<file path="config.mk">
export PLATFORM = sky130hd
export DESIGN_NAME = shift_rows_pipe
export DESIGN_NICKNAME = d
export VERILOG_FILES = /design/src/rtl/aes_pkg.sv /design/src/rtl/shift_rows_perm.sv /design/src/rtl/shift_rows_pipe.sv
export SDC_FILE = /design/constraint.sdc
export NUM_CORES = 1
export LEC_CHECK = 0
export ABC_AREA = 1
export BUFFER_PORTS_ARGS = -buffer_cell sky130_fd_sc_hd__buf_2
export CAP_MARGIN = 10
export CORE_UTILIZATION = 54
export DETAILED_ROUTE_END_ITERATION = 16
export PLACE_DENSITY = 0.8
export RECOVER_POWER = 25
export SLEW_MARGIN = 20
export SYNTH_ARGS = -nofsm -noshare
export SYNTH_HDL_FRONTEND = slang
export SYNTH_SLANG_ARGS = --single-unit
</file>
<file path="constraint.sdc">
create_clock -name clk -period 1.6 [get_ports clk]
set_input_delay 0.08 -clock clk [delete_from_list [all_inputs] [get_ports clk]]
set_output_delay 0.08 -clock clk [all_outputs]
set_load 0.05 [all_outputs]
</file>
<file path="src/rtl/aes_pkg.sv">
`default_nettype none
// ============================================================================
//  Module      : aes_pkg
//  Description : Shared types, constants and helpers for the Rijndael
//                ShiftRows datapath (byte width, row count, row offsets,
//                transaction mode tag).
//  Revision    : 1.0 - initial release
// ============================================================================
package aes_pkg;

  // Width of one state byte.
  localparam int BYTE_W = 8;

  // A Rijndael state always has four rows.
  localparam int ROWS = 4;

  // Direction of the row rotation carried with each transaction.
  typedef enum logic {
    SR_FWD = 1'b0,
    SR_INV = 1'b1
  } mode_e;

  // Row rotation amount s(r). Wide blocks (Nb=8) use the larger offsets
  // {0,1,3,4}; Nb=4 and Nb=6 use {0,1,2,3}. Evaluated only at elaboration.
  function automatic int shift_off(input int nb, input int row);
    int off;
    off = row;
    if (row == 0) begin
      off = 0;
    end else if (nb == 8 && row >= 2) begin
      off = row + 1;
    end
    return off;
  endfunction

endpackage : aes_pkg
`default_nettype wire

</file>
<file path="src/rtl/shift_rows_perm.sv">
`default_nettype none
// ============================================================================
//  Module      : shift_rows_perm
//  Description : Purely combinational ShiftRows / InvShiftRows byte
//                permutation. Every output byte is a 2:1 mux between the
//                forward-source and inverse-source byte of the same row;
//                all column indices are fixed at elaboration.
//  Revision    : 1.0 - initial release
// ============================================================================
module shift_rows_perm
  import aes_pkg::*;
#(
  parameter int NB = 4
) (
  input  mode_e                  mode_i,
  input  logic [0:ROWS*BYTE_W*NB-1] state_i,
  output logic [0:ROWS*BYTE_W*NB-1] state_o
);

  // Byte k of the state sits at row k%4, column k/4, bits [8k : 8k+7].
  for (genvar c = 0; c < NB; c++) begin : g_col
    for (genvar r = 0; r < ROWS; r++) begin : g_row
      localparam int SHIFT   = shift_off(NB, r);
      localparam int FWD_COL = (c + SHIFT) % NB;
      localparam int INV_COL = (c - SHIFT + NB) % NB;
      localparam int DST     = BYTE_W * (ROWS * c + r);
      localparam int FWD_SRC = BYTE_W * (ROWS * FWD_COL + r);
      localparam int INV_SRC = BYTE_W * (ROWS * INV_COL + r);

      assign state_o[DST +: BYTE_W] = (mode_i == SR_INV) ? state_i[INV_SRC +: BYTE_W]
                                                         : state_i[FWD_SRC +: BYTE_W];
    end
  end

endmodule : shift_rows_perm
`default_nettype wire

</file>
<file path="src/rtl/shift_rows_pipe.sv">
`default_nettype none
// ============================================================================
//  Module      : shift_rows_pipe
//  Description : Registered, valid/ready handshaked ShiftRows/InvShiftRows
//                engine. Optional input register stage, combinational byte
//                permutation, then an output register stage. Each stage is a
//                valid-flagged register that loads when empty or draining;
//                the ready chain is the only combinational path back.
//  Revision    : 1.0 - initial release
// ============================================================================
module shift_rows_pipe
  import aes_pkg::*;
#(
  parameter int NB     = 4,
  parameter int IN_REG = 1
) (
  input  logic             clk,
  input  logic             rst_n,
  input  logic             inValid,
  output logic             inReady,
  input  logic             inMode,
  input  logic [0:32*NB-1] inState,
  output logic             outValid,
  input  logic             outReady,
  output logic [0:32*NB-1] outState,
  output logic             outMode
);

  localparam int W = 32 * NB;

  // Reject unsupported configurations before any hardware is built.
  if (!(NB == 4 || NB == 6 || NB == 8)) begin : g_bad_nb
    $error("shift_rows_pipe: NB must be 4, 6 or 8 (got %0d)", NB);
  end
  if (!(IN_REG == 0 || IN_REG == 1)) begin : g_bad_in_reg
    $error("shift_rows_pipe: IN_REG must be 0 or 1 (got %0d)", IN_REG);
  end

  // Transaction presented to the permutation / output stage.
  logic         feed_valid_w;
  logic [0:W-1] feed_state_w;
  mode_e        feed_mode_w;
  logic [0:W-1] perm_state_w;

  // Output stage registers.
  logic         out_valid_q, out_valid_d;
  logic [0:W-1] out_state_q, out_state_d;
  mode_e        out_mode_q,  out_mode_d;
  logic         out_ready_w;

  // Output stage can take new data when empty or its result leaves now.
  assign out_ready_w = !out_valid_q || outReady;

  if (IN_REG != 0) begin : g_in_reg
    logic         in_valid_q, in_valid_d;
    logic [0:W-1] in_state_q, in_state_d;
    mode_e        in_mode_q,  in_mode_d;
    logic         stage_ready_w;

    assign stage_ready_w = !in_valid_q || out_ready_w;

    // Input stage next state: reload from the port whenever this stage frees up.
    always_comb begin
      in_valid_d = in_valid_q;
      in_state_d = in_state_q;
      in_mode_d  = in_mode_q;
      if (stage_ready_w) begin
        in_valid_d = inValid;
        if (inValid) begin
          in_state_d = inState;
          in_mode_d  = mode_e'(inMode);
        end
      end
    end

    // Input stage registers; reset discards anything in flight.
    always_ff @(posedge clk) begin
      if (!rst_n) begin
        in_valid_q <= 1'b0;
        in_state_q <= '0;
        in_mode_q  <= SR_FWD;
      end else begin
        in_valid_q <= in_valid_d;
        in_state_q <= in_state_d;
        in_mode_q  <= in_mode_d;
      end
    end

    // Ready is forced low while reset is asserted.
    assign inReady      = rst_n && stage_ready_w;
    assign feed_valid_w = in_valid_q;
    assign feed_state_w = in_state_q;
    assign feed_mode_w  = in_mode_q;
  end else begin : g_no_in_reg
    assign inReady      = rst_n && out_ready_w;
    assign feed_valid_w = inValid;
    assign feed_state_w = inState;
    assign feed_mode_w  = mode_e'(inMode);
  end

  shift_rows_perm #(
    .NB(NB)
  ) u_perm (
    .mode_i (feed_mode_w),
    .state_i(feed_state_w),
    .state_o(perm_state_w)
  );

  // Output stage next state: hold while stalled, otherwise take the permuted feed.
  always_comb begin
    out_valid_d = out_valid_q;
    out_state_d = out_state_q;
    out_mode_d  = out_mode_q;
    if (out_ready_w) begin
      out_valid_d = feed_valid_w;
      if (feed_valid_w) begin
        out_state_d = perm_state_w;
        out_mode_d  = feed_mode_w;
      end
    end
  end

  // Output stage registers; cleared to a deterministic all-zero state on reset.
  always_ff @(posedge clk) begin
    if (!rst_n) begin
      out_valid_q <= 1'b0;
      out_state_q <= '0;
      out_mode_q  <= SR_FWD;
    end else begin
      out_valid_q <= out_valid_d;
      out_state_q <= out_state_d;
      out_mode_q  <= out_mode_d;
    end
  end

  assign outValid = out_valid_q;
  assign outState = out_state_q;
  assign outMode  = out_mode_q;

endmodule : shift_rows_pipe
`default_nettype wire

</file>
# Word level (Yosys, flattened, before mapping)
# Index checks and enable logic that the tools add are counted.
# word_totals
regBits	260
inputBits	133
# classes
muxes	8
reduce_logical	7
# op_table
cell	n
$mux W8	8
$reduce_and A2 Y1	2
$logic_not A1 Y1	2
$logic_or A1 B1 Y1	2
$logic_and A1 B1 Y1	1

# Depth between registers and ports, before layout
# Gate-level depths: netlist of the first run.
# depth
depth_word	4
mapped_depth	8
ltp_nobuf	6

# Hierarchy
# From an unflattened synthesis of the first run, not the netlist that was laid out.
# hier_totals
cells_unflattened	1831
area_unflattened_um2	12313.1
# modules_own_cells
mod	instances	cells_per_inst	area_per_inst_um2	seq_area_each_um2
shift_rows_pipe	1	1561	10988.0	5205.0
shift_rows_perm	1	270	1325.0	0.0

# Worst setup path after synthesis of the first run
# No wires, ideal clock.
# synth_timing
path_type	flip-flop to output port
startpoint	reg out_valid_q, in the netlist outValid
endpoint	out inReady
t_arrival_ns	1.533
required_time_ns	1.520
slack_ns	-0.013
stages_incl_launch_ff	6
cell_sequence	dfxtp_1 > nand3_1 > buf_2 > buf_2 > nand2_1 > inv_1
# synth_between
elab_chain_len	4
# synth_lines
element	line	text
start: declaration	shift_rows_pipe.sv:46	logic out_valid_q, out_valid_d;
start signal: assignment	shift_rows_pipe.sv:130	out_valid_q <= out_valid_d;
$logic_not A1 Y1	shift_rows_pipe.sv:52	assign out_ready_w = !out_valid_q || outReady;
$logic_or A1 B1 Y1	shift_rows_pipe.sv:52	
$logic_or A1 B1 Y1	shift_rows_pipe.sv:60	assign stage_ready_w = !in_valid_q || out_ready_w;
$logic_and A1 B1 Y1	shift_rows_pipe.sv:90	assign inReady = rst_n && stage_ready_w;
end: declaration	shift_rows_pipe.sv:20	output logic inReady,
# Every way passes these cells.

# Worst setup path after layout of the first run
# layout_timing
startpoint	reg g_in_reg.in_valid_q, in the netlist feed_valid_w
endpoint	reg g_in_reg.in_state_q, in the netlist feed_state_w[74]
# layout_between
elab_chain_len	3
# layout_lines
element	line	text
start: declaration	shift_rows_pipe.sv:55	logic in_valid_q, in_valid_d;
start signal: assignment	shift_rows_pipe.sv:83	in_valid_q <= in_valid_d;
$logic_not A1 Y1	shift_rows_pipe.sv:60	
$logic_or A1 B1 Y1	shift_rows_pipe.sv:60	
$reduce_and A2 Y1 (no source line)	-	
end signal: assignment	shift_rows_pipe.sv:84	in_state_q <= in_state_d;
end: declaration	shift_rows_pipe.sv:56	logic [0:W-1] in_state_q, in_state_d;
# Every way passes these cells.
# A chain may end at the register's enable or synchronous reset.

==> flow_summary_export.csv, run 1 <==
group,metric,value,unit
outcome,status,"finished, final reports clean",
place,io_buffers,263,
route,detail_route.vias_per_cell,5.10,
sta,min_period,1530,ps
cts,clockBufferDepth,3,
cts,cts_buffers,28,
worst_setup_path,end_kind,"flop",
logic_synthesis,ys_warn_count,0,
route,wl_per_cell,14.3,µm
grt,grt-ovfl-total,0,
logic_synthesis,ys_seq_area_share,44.6,%
sta,worst_hold_slack,142,ps
worst_setup_path,crit_path_top_delay_cell,"dlygate4sd3_1",
place,pre_cts_slack,281,ps
power,powerDensity,1070,nW/µm²
cts,htree_levels,1,
sta,tightest_slew,763,ps
place,gp_congestion,0.806,
logic_synthesis,ys_ff_latch,260,
logic_synthesis,synth.net_count,1925,
route,postRouteAntennaNets,0,
sta,finalSetupViolations,0,
cts,clock_sinks,260,
power,vdd_drop_max,0.731,mV
run,cap_viol_max_count,0,
route,vias,12400,
grt,antenna_found_initial,2,
floorplan,io-pin-count,264,
grt,grt_pass1_wl,55.4,mm
sta,finalSetupTns,0,ps
sta,fin_crit_sh,95.8,%
place,dp_hpwl,19.2,mm
power,internal_power,0.0117,W
layout,multi_input_area,5050,µm²
power,switching_share,29.8,%
floorplan,die_area,22200,µm²
route,drc_errors,0,
logic_synthesis,avgSynthCellArea,6.52,µm²
floorplan,fp.coreArea,21100,µm²
worst_setup_path,cp.required,2070,ps
floorplan,initial_core_util,55.4,%
route,finalWirelength,34.8,mm
grt,grt_max_degree,67,
floorplan,num_rows,53,
layout,nNetsFinal,2267,
sta,max_freq,652,MHz
cts,path_clk_slew,60,ps
power,power_frac_comb,19.6,%
layout,drive_gt1_share,14.5,%
layout,layout_common_cells,"387 x nand2_1, 387 x nor2_1, 257 x dfxtp_1",
power,share_clk_of_total_power,37.1,%
sta,layout_setup_ws,67.2,ps
logic_synthesis,synth_area,11700,µm²
power,p_switching,0.00497,W
sta,finalHoldViolCount,0,
layout,syn2layout_area_growth,33.4,%
logic_synthesis,synth_cell_type_count,12,
grt,grt_pass1_vias,11900,
sta,slew_headroom,49.1,%
sta,rsz0062_at_grt,"no",
min_path,hp-class,"in -> reg",
cts,insertion_delay,540,ps
sta,final_max_slew_viol_count,0,
route,drt_iter0_drc,948,
layout,final_util,73.9,%
logic_synthesis,synthCells,1792,
grt,gr-usage-all-layers,30.6,%
cts,cts_root_buffer,"clkbuf_16",
worst_setup_path,cpLargestDelayFamily,"buffers and inverters",
power,p_leak,7.99,nW
floorplan,die_w,149,µm
worst_setup_path,crit_path_max_incr_delay,580,ps
worst_setup_path,setup.worst_path.class,"reg -> reg",
worst_setup_path,path_cells,"nand3_4 -> buf_12 -> nand3_1 -> nand2_1 -> dlygate4sd3_1 -> nor2_1",
layout,fillCellCount,1596,
power,p_seq_share,43.3,%
cts,cts_tree,"built",
worst_setup_path,critPathBufInv,2,
route,firstDrtPassIters,5,
place,placed_area,13300,µm²
worst_setup_path,critPathArrivalTime,2000,ps
layout,seq_area,5210,µm²
layout,fin_area,15600,µm²
sta,clock_skew,12.5,ps
worst_setup_path,cp_max_fo,7,
worst_setup_path,cp-start-kind,"flop",
floorplan,die_y,149,µm
tightest hold or removal path: cells and delay by family:
| kind | cells | cell delay, ps |
|---|---|---|
| simple gates | 4 | 270 |
| buf+inv | 3 | 290 |
cell families after synthesis:
group / synth area share [%]
flops: 44.6
compound gates: 8.35
simple gates: 34.7
buf+inv: 12.4
layer usage:
layer | up-vias | track usage [%] | part of all wire (%)
met5 | - | 0 | 0
met4 | 0 | 16.9 | 5.0
met3 | 160 | 6.73 | 7.8
met2 | 570 | 52.4 | 48
met1 | 5516 | 35.5 | 40
li1 | 6140 | - | -
cell type report:
type                    count  share of cell area [%]
flip-flops and latches    260                    33.5
multi-input cells        1166                    32.4
repair buffers            447                    20.7
inverters                 231                    5.57
clock buffers              37                    5.11
well taps                 275                    2.21
clock inverters             9                   0.450
diodes                      4                  0.0642
final timing paths:
check / slack, ps / cells past startpoint / from / to
hold reg to reg: 470 / 2 / feed_state_w[3] / feed_state_w[3]
setup / recovery: 70 / 6 / feed_valid_w / feed_state_w[74]
hold / removal: 140 / 7 / outReady / feed_state_w[22]
setup reg to reg: 70 / 6 / feed_valid_w / feed_state_w[74]
through the flow:
step	total power [W]	instances
after global placement	0.0102	2235
after detailed placement	0.0103	2235
after floorplan	0.00946	1792
after global routing	0.0173	2426
final	0.0167	2429
after CTS	0.0167	2420
sequential cells by signal, indices dropped and copies added, names as in the netlist:
register / count
outState: 128
feed_state_w: 128
outValid: 1
feed_valid_w: 1
outMode: 1
feed_mode_w: 1
cell usage after synthesis:
cell	n	share of area, %
a21oi_1	131	5.6
buf_1	19	0.61
buf_2	62	2.7
clkbuf_1	54	1.7
dfxtp_1	260	45
inv_1	229	7.4
inv_2	2	0.064
nand2_1	389	12
nand3_1	131	5.6
nand3b_1	64	4.1
nor2_1	387	12
o21ai_0	64	2.7
timing repair:
action                                  in CTS  in global routing
setup buffers                                0                  4
hold buffers                               138                  0
resized for setup                            3                  1
pin swaps                                    0                  1
endpoints found under the hold margin      148                  0
cloned                                       1                  1
endpoints found under the setup margin       1                  4
power by group through the flow:
stage | logic, W | registers [W] | clock network, W
floorplan | 0.00138 | 0.00808 | 0
global placement | 0.00287 | 0.00731 | 0
detailed placement | 0.00292 | 0.00733 | 0
CTS | 0.00321 | 0.00719 | 0.00629
global route | 0.00357 | 0.00726 | 0.00652
finish | 0.00326 | 0.00721 | 0.00618
Note: power is estimated with default switching activity, not from simulation.
==> inputs of run 2 (changes only) <==
Settings changed: CORE_UTILIZATION 54 to 35, CTS_CLUSTER_DIAMETER set to 60, PLACE_DENSITY 0.8 to unset.
==> run 2 against run 1 <==
Power up 4.4%. Non-clock buffer count is 17 lower. Count of clock-buffer cells in the layout increased by 8. Die area is 53% higher. Final area up 1.2%. Register-to-register slack better by 50 ps.
==> flow_summary_export.csv, run 2 (synthesis gave the netlist of run 1 again) <==
group,metric,value,unit
worst_setup_path,cp-start-kind,"flop",
worst_setup_path,critPathArrivalTime,1460,ps
worst_setup_path,crit_path_max_incr_delay,340,ps
min_path,hp-class,"in -> reg",
power,power.total,0.0174,W
grt,gr-usage-all-layers,19.9,%
sta,rsz0062_at_grt,"yes",
layout,syn2layout_area_growth,35.0,%
place,gp_congestion,0.769,
outcome,status,"finished, final reports clean",
sta,finalHoldViolCount,0,
sta,clock_skew,8.64,ps
worst_setup_path,regToRegStartpoint,"feed_valid_w",
place,io_buffers,263,
floorplan,initial_core_util,35.7,%
min_path,worstHoldStart,"outReady",
min_path,min_path_cells,6,
floorplan,die_area,34100,µm²
route,postRouteAntennaNets,0,
power,powerDensity,1100,nW/µm²
sta,final_max_slew_viol_count,0,
cts,cts_root_buffer,"clkbuf_16",
floorplan,die_w,185,µm
min_path,min_to,"outState[15]",
grt,grt-ovfl-total,0,
floorplan,io-pin-count,264,
sta,fin_crit_sh,96.2,%
worst_setup_path,end_kind,"output pin",
layout,final_util,48.2,%
floorplan,die_y,185,µm
worst_setup_path,path_cells,"nand3_4 -> buf_12 -> nand2_1 -> inv_1 -> buf_6",
cts,clock_sinks,260,
route,firstDrtPassIters,5,
cts,htree_levels,1,
place,dp_hpwl,21.2,mm
sta,slew_headroom,58.9,%
sta,max_freq,650,MHz
sta,tightest_slew,619,ps
layout,drive_gt1_share,14.2,%
floorplan,fp.coreArea,32700,µm²
route,wl_per_cell,13.2,µm
worst_setup_path,setup.worst_path.class,"reg -> out",
route,finalWirelength,34.1,mm
layout,nNetsFinal,2252,
grt,grt_pass1_wl,55.3,mm
worst_setup_path,rr_worst_depth,6,
grt,antenna_found_initial,3,
grt,grt_max_degree,72,
power,vdd_drop_max,0.857,mV
worst_setup_path,r2r-end,"feed_state_w[123]",
cts,clockBufferDepth,3,
sta,min_period,1540,ps
worst_setup_path,r2r_slack,120,ps
cts,path_clk_slew,60,ps
floorplan,num_rows,66,
route,detail_route.vias_per_cell,4.53,
run,cap_viol_max_count,0,
cts,cts_tree,"built",
worst_setup_path,cp_max_fo,28,
sta,finalSetupViolations,0,
cts,insertion_delay,550,ps
worst_setup_path,cp.required,1520,ps
cts,cts_buffers,30,
worst_setup_path,cp-startpoint,"feed_valid_w",
power,p_leak,7.94,nW
route,drt_iter0_drc,586,
route,vias,11700,
grt,grt_pass1_vias,11200,
worst_setup_path,crit_path_top_delay_cell,"dfxtp_2",
layout,layout_common_cells,"387 x nand2_1, 387 x nor2_1, 257 x dfxtp_1",
route,drc_errors,0,
==> run 2: how the worst max path moves through the flow <==
stage                         endpoint  slack [ps]
final                          inReady          60
after global routing           inReady         -20
after CTS                      inReady          20
after detailed placement  outState[34]         240
after global placement    outState[48]         280
after floorplan                inReady         160
==> run 2: cell type report <==
type	instances	area, µm²
clock inverter	10	109
fill	3372	16900
sequential	260	5210
antenna	2	5.00
clock buffer	45	918
multi-input combinational	1166	5050
timing repair buffer	430	3060
tap	442	553
inverter	231	867
==> run 2: repair_timing <==
| action | CTS | global route |
|---|---|---|
| setup buffers | 1 | 0 |
| setup endpoints to repair | 1 | 1 |
| hold buffers | 132 | 0 |
| resized for setup | 4 | 1 |
| pin swaps | 1 | 0 |
| hold endpoints to repair | 141 | 0 |
==> run 2: critical path: cells and delay by family, from the launching register on <==
family | cells | cell delay [ps]
DFF | 1 | 340
buffers and inverters | 3 | 390
and+or+nand+nor | 2 | 160
==> run 2: layer usage <==
layer  wire [µm]  GRT usage [%]  up-vias  share of wire, %
li1            -              -     6113                 -
met1       15800           26.0     5225                46
met2       15600           33.1      298                46
met3        1650           3.28       76               4.8
met4         992           6.81        4               2.9
met5          25              0        -             0.073
==> run 2: stage by stage <==
| stage | area, µm² | hold slack (ps) | setup TNS, ps | std cells | setup slack, ps |
|---|---|---|---|---|---|
| floorplan | 11700 | 300 | 0 | 1792 | 161 |
| global placement | 13500 | 387 | 0 | 2396 | 281 |
| detailed placement | 13500 | 394 | 0 | 2396 | 240 |
| CTS | 15800 | 67.1 | 0 | 2584 | 23.8 |
| global route | 15800 | 96.5 | -18.9 | 2585 | -18.9 |
| finish | 15800 | 75.6 | 0 | 2586 | 60.8 |
==> run 2: report_power, final <==
group / leakage, nW / total [W] / internal [W] / switching (W)
sequential: 2.15 / 0.00721 / 0.00695 / 0.000265
combinational: 5.28 / 0.00317 / 0.00111 / 0.00206
clock: 0.505 / 0.00701 / 0.00426 / 0.00275
==> inputs of run 3 (changes only) <==
Settings changed: ABC_AREA 1 to unset, CTS_CLUSTER_DIAMETER 60 to 100.
==> run 3 against run 2 <==
Register-to-register slack got worse by 40 ps. Fmax decreased by 0.47%. Wire length fell by 8.0%. Sequential power shrank 2%. Count of clock-buffer cells in the layout fell by 1. Utilization grew 1.1 points. Power shrank 8.1%. Highest routed layer is now met4.
==> flow_summary_export.csv, run 3 <==
group,metric,value,unit
outcome,status,"finished, final reports clean",
worst_setup_path,setup.worst_path.class,"reg -> out",
cts,path_clk_slew,60,ps
logic_synthesis,avgSynthCellArea,9.18,µm²
worst_setup_path,cp_max_fo,15,
power,internal_power,0.0116,W
layout,n_antenna_cell,0,
floorplan,io-pin-count,264,
place,pre_cts_slack,126,ps
cts,cts_buffers,29,
sta,final_max_slew_viol_count,0,
logic_synthesis,synth.net_count,1292,
power,vdd_drop_max,0.697,mV
power,powerDensity,1090,nW/µm²
route,postRouteAntennaNets,0,
logic_synthesis,yosysTopAreaCell,"dfxtp_1",
power,switching_share,27.3,%
worst_setup_path,path_cells,"nor2b_4 -> buf_8 -> a21oi_4 -> buf_6",
grt,grt_max_degree,70,
layout,final_common_cell,"nand2_1",
sta,layout_setup_ws,53.5,ps
logic_synthesis,synth-async-reset-ratio,0,%
logic_synthesis,synthCells,1159,
power,p_seq_share,44.1,%
route,drt_iter0_drc,532,
grt,grt_pass1_vias,9488,
sta,tightest_slew,640,ps
place,gp_congestion,0.746,
place,dp_hpwl,19.3,mm
floorplan,die_y,176,µm
sta,finalSetupTns,0,ps
place,place_inst,1737,
logic_synthesis,synth_cell_type_count,22,
floorplan,die_area,31100,µm²
grt,grt-busiest-layer,"met2",
logic_synthesis,synth_top_area_share,48.9,%
route,detail_route.vias_per_cell,4.99,
power,share_clk_of_total_power,40.2,%
sta,max_freq,647,MHz
cts,cts_root_buffer,"clkbuf_16",
logic_synthesis,yosysMostFrequentCell,"dfxtp_1",
route,wl_per_cell,16.2,µm
logic_synthesis,synth_flop_cell,"dfxtp_1",
layout,syn2layout_area_growth,38.1,%
worst_setup_path,crit_path_top_delay_cell,"dfxtp_2",
power,p_switching,0.00436,W
layout,stdcell_count,1933,
worst_setup_path,cp.required,1520,ps
logic_synthesis,ys_seq_area_share,48.9,%
floorplan,die_w,176,µm
grt,use_met1,24.0,%
floorplan,num_rows,63,
worst_setup_path,end_kind,"output pin",
floorplan,initial_core_util,35.7,%
route,drc_errors,0,
logic_synthesis,synth.area.top_cells,"dfxtp_1 49%, mux2i_1 18%, nand2_1 9.1%",
cts,cts_tree,"built",
route,firstDrtPassIters,5,
route,vias,9638,
cts,clockBufferDepth,3,
cts,htree_levels,1,
place,io_buffers,263,
sta,clock_skew,16.7,ps
logic_synthesis,ys_ff_latch,260,
grt,antenna_found_initial,0,
layout,layout_common_cells,"258 x nand2_1, 257 x dfxtp_1, 193 x mux2i_1",
grt,gr-usage-all-layers,19.5,%
worst_setup_path,cpLargestDelayFamily,"flip-flops",
sta,min_period,1550,ps
floorplan,fp.coreArea,29800,µm²
layout,drive_gt1_share,18.1,%
worst_setup_path,critPathBufInv,2,
grt,grt_pass1_wl,49.1,mm
power,power_frac_comb,15.7,%
sta,finalHoldViolCount,0,
min_path,hp-class,"in -> reg",
worst_setup_path,cp-start-kind,"flop",
layout,fillCellCount,2806,
grt,grtUsageMet3,4.31,%
grt,use_met2,33.4,%
worst_setup_path,crit_path_max_incr_delay,320,ps
logic_synthesis,ys_top_cells_by_count,"260 x dfxtp_1, 258 x nand2_1, 193 x mux2i_1",
cts,clock_sinks,260,
power,p_leak,6.02,nW
sta,fin_crit_sh,96.7,%
logic_synthesis,ys_warn_count,0,
route,finalWirelength,31.4,mm
power,power.total,0.0160,W
sta,finalSetupViolations,0,
logic_synthesis,synth_area,10600,µm²
logic_synthesis,synth-edff-count,0,
grt,grt-ovfl-total,0,
layout,nNetsFinal,1657,
worst_setup_path,critPathArrivalTime,1470,ps
cts,insertion_delay,550,ps
sta,slew_headroom,57.5,%
run,cap_viol_max_count,0,
sta,rsz0062_at_grt,"no",
[run 3: cell count changes after synthesis, sizes merged, moves of 13 or more]
cell,before,now
clkbuf,54,67
nor2,387,2
nand2,389,258
mux2i,0,193
nand3b,64,0
nand3,131,65
buf,81,48
a211oi,0,64
inv,231,1
[run 3: path summary, 6_finish.rpt]
kind / endpoint / start / cells after the start / slack, ps
worst min-delay path: outState[17] / outReady / 5 / 70
worst max register to register: feed_state_w[73] / outValid / 6 / 80
worst max-delay path: inReady / outValid / 4 / 50
worst min register to register: feed_state_w[115] / feed_state_w[115] / 2 / 460
[run 3: cell type report]
type | instances | area, µm² | area share (%)
repair buffers | 449 | 3310 | 22.5
flip-flops and latches | 260 | 5210 | 35.5
well taps | 390 | 488 | 3.32
clock inverters | 6 | 58.8 | 0.400
inverters | 2 | 10.0 | 0.0681
multi-input cells | 782 | 4760 | 32.4
clock buffers | 44 | 853 | 5.81
[run 3: through the flow]
step | util [%] | instance area [µm²] | hold WS, ps
after detailed placement | 41.5 | 12400 | 334
after global placement | 41.5 | 12400 | 329
final | 49.3 | 14700 | 71.6
after CTS | 49.6 | 14800 | 40.9
after floorplan | - | 10600 | 197
after global routing | 49.3 | 14700 | 74.5
[run 3: routing by layer]
metal	up-vias	share of wire, %
li1	4755	-
met1	4566	44
met2	260	47
met3	57	6.5
met4	0	2.6
met5	-	0
[run 3: power by group through the flow]
| stage | clock network [W] | registers [W] | logic, W |
|---|---|---|---|
| final | 0.00642 | 0.00706 | 0.00251 |
| after global routing | 0.00686 | 0.00710 | 0.00269 |
| after CTS | 0.00662 | 0.00706 | 0.00253 |
| after detailed placement | 0 | 0.00720 | 0.00222 |
| after global placement | 0 | 0.00719 | 0.00219 |
| after floorplan | 0 | 0.00769 | 0.00106 |
[run 3: repair_timing]
item / 4_1_cts / 5_1_grt
hold endpoints to repair: 130 / 0
hold buffers: 141 / 0
pin swaps: 1 / 0
setup buffers: 3 / 0
resized for setup: 6 / 2
setup endpoints to repair: 1 / 2
cloned: 1 / 1
[run 3: worst register-to-register path: stages, from the launching register on]
cell and delay, ps:
dfxtp_2 320, nor2b_4 130, buf_4 150, a21boi_4 220, buf_12 190, buf_12 190
mux2i_1 230
[run 3: kinds of logic (layout without fill, tap and decap cells)]
| group | Yosys count | count (layout) | synth area share [%] |
|---|---|---|---|
| flops | 260 | 260 | 48.9 |
| compound gates | 262 | 262 | 14.0 |
| simple gates | 327 | 327 | 12.4 |
| mux | 193 | 193 | 18.1 |
| buf+inv | 117 | 501 | 6.58 |
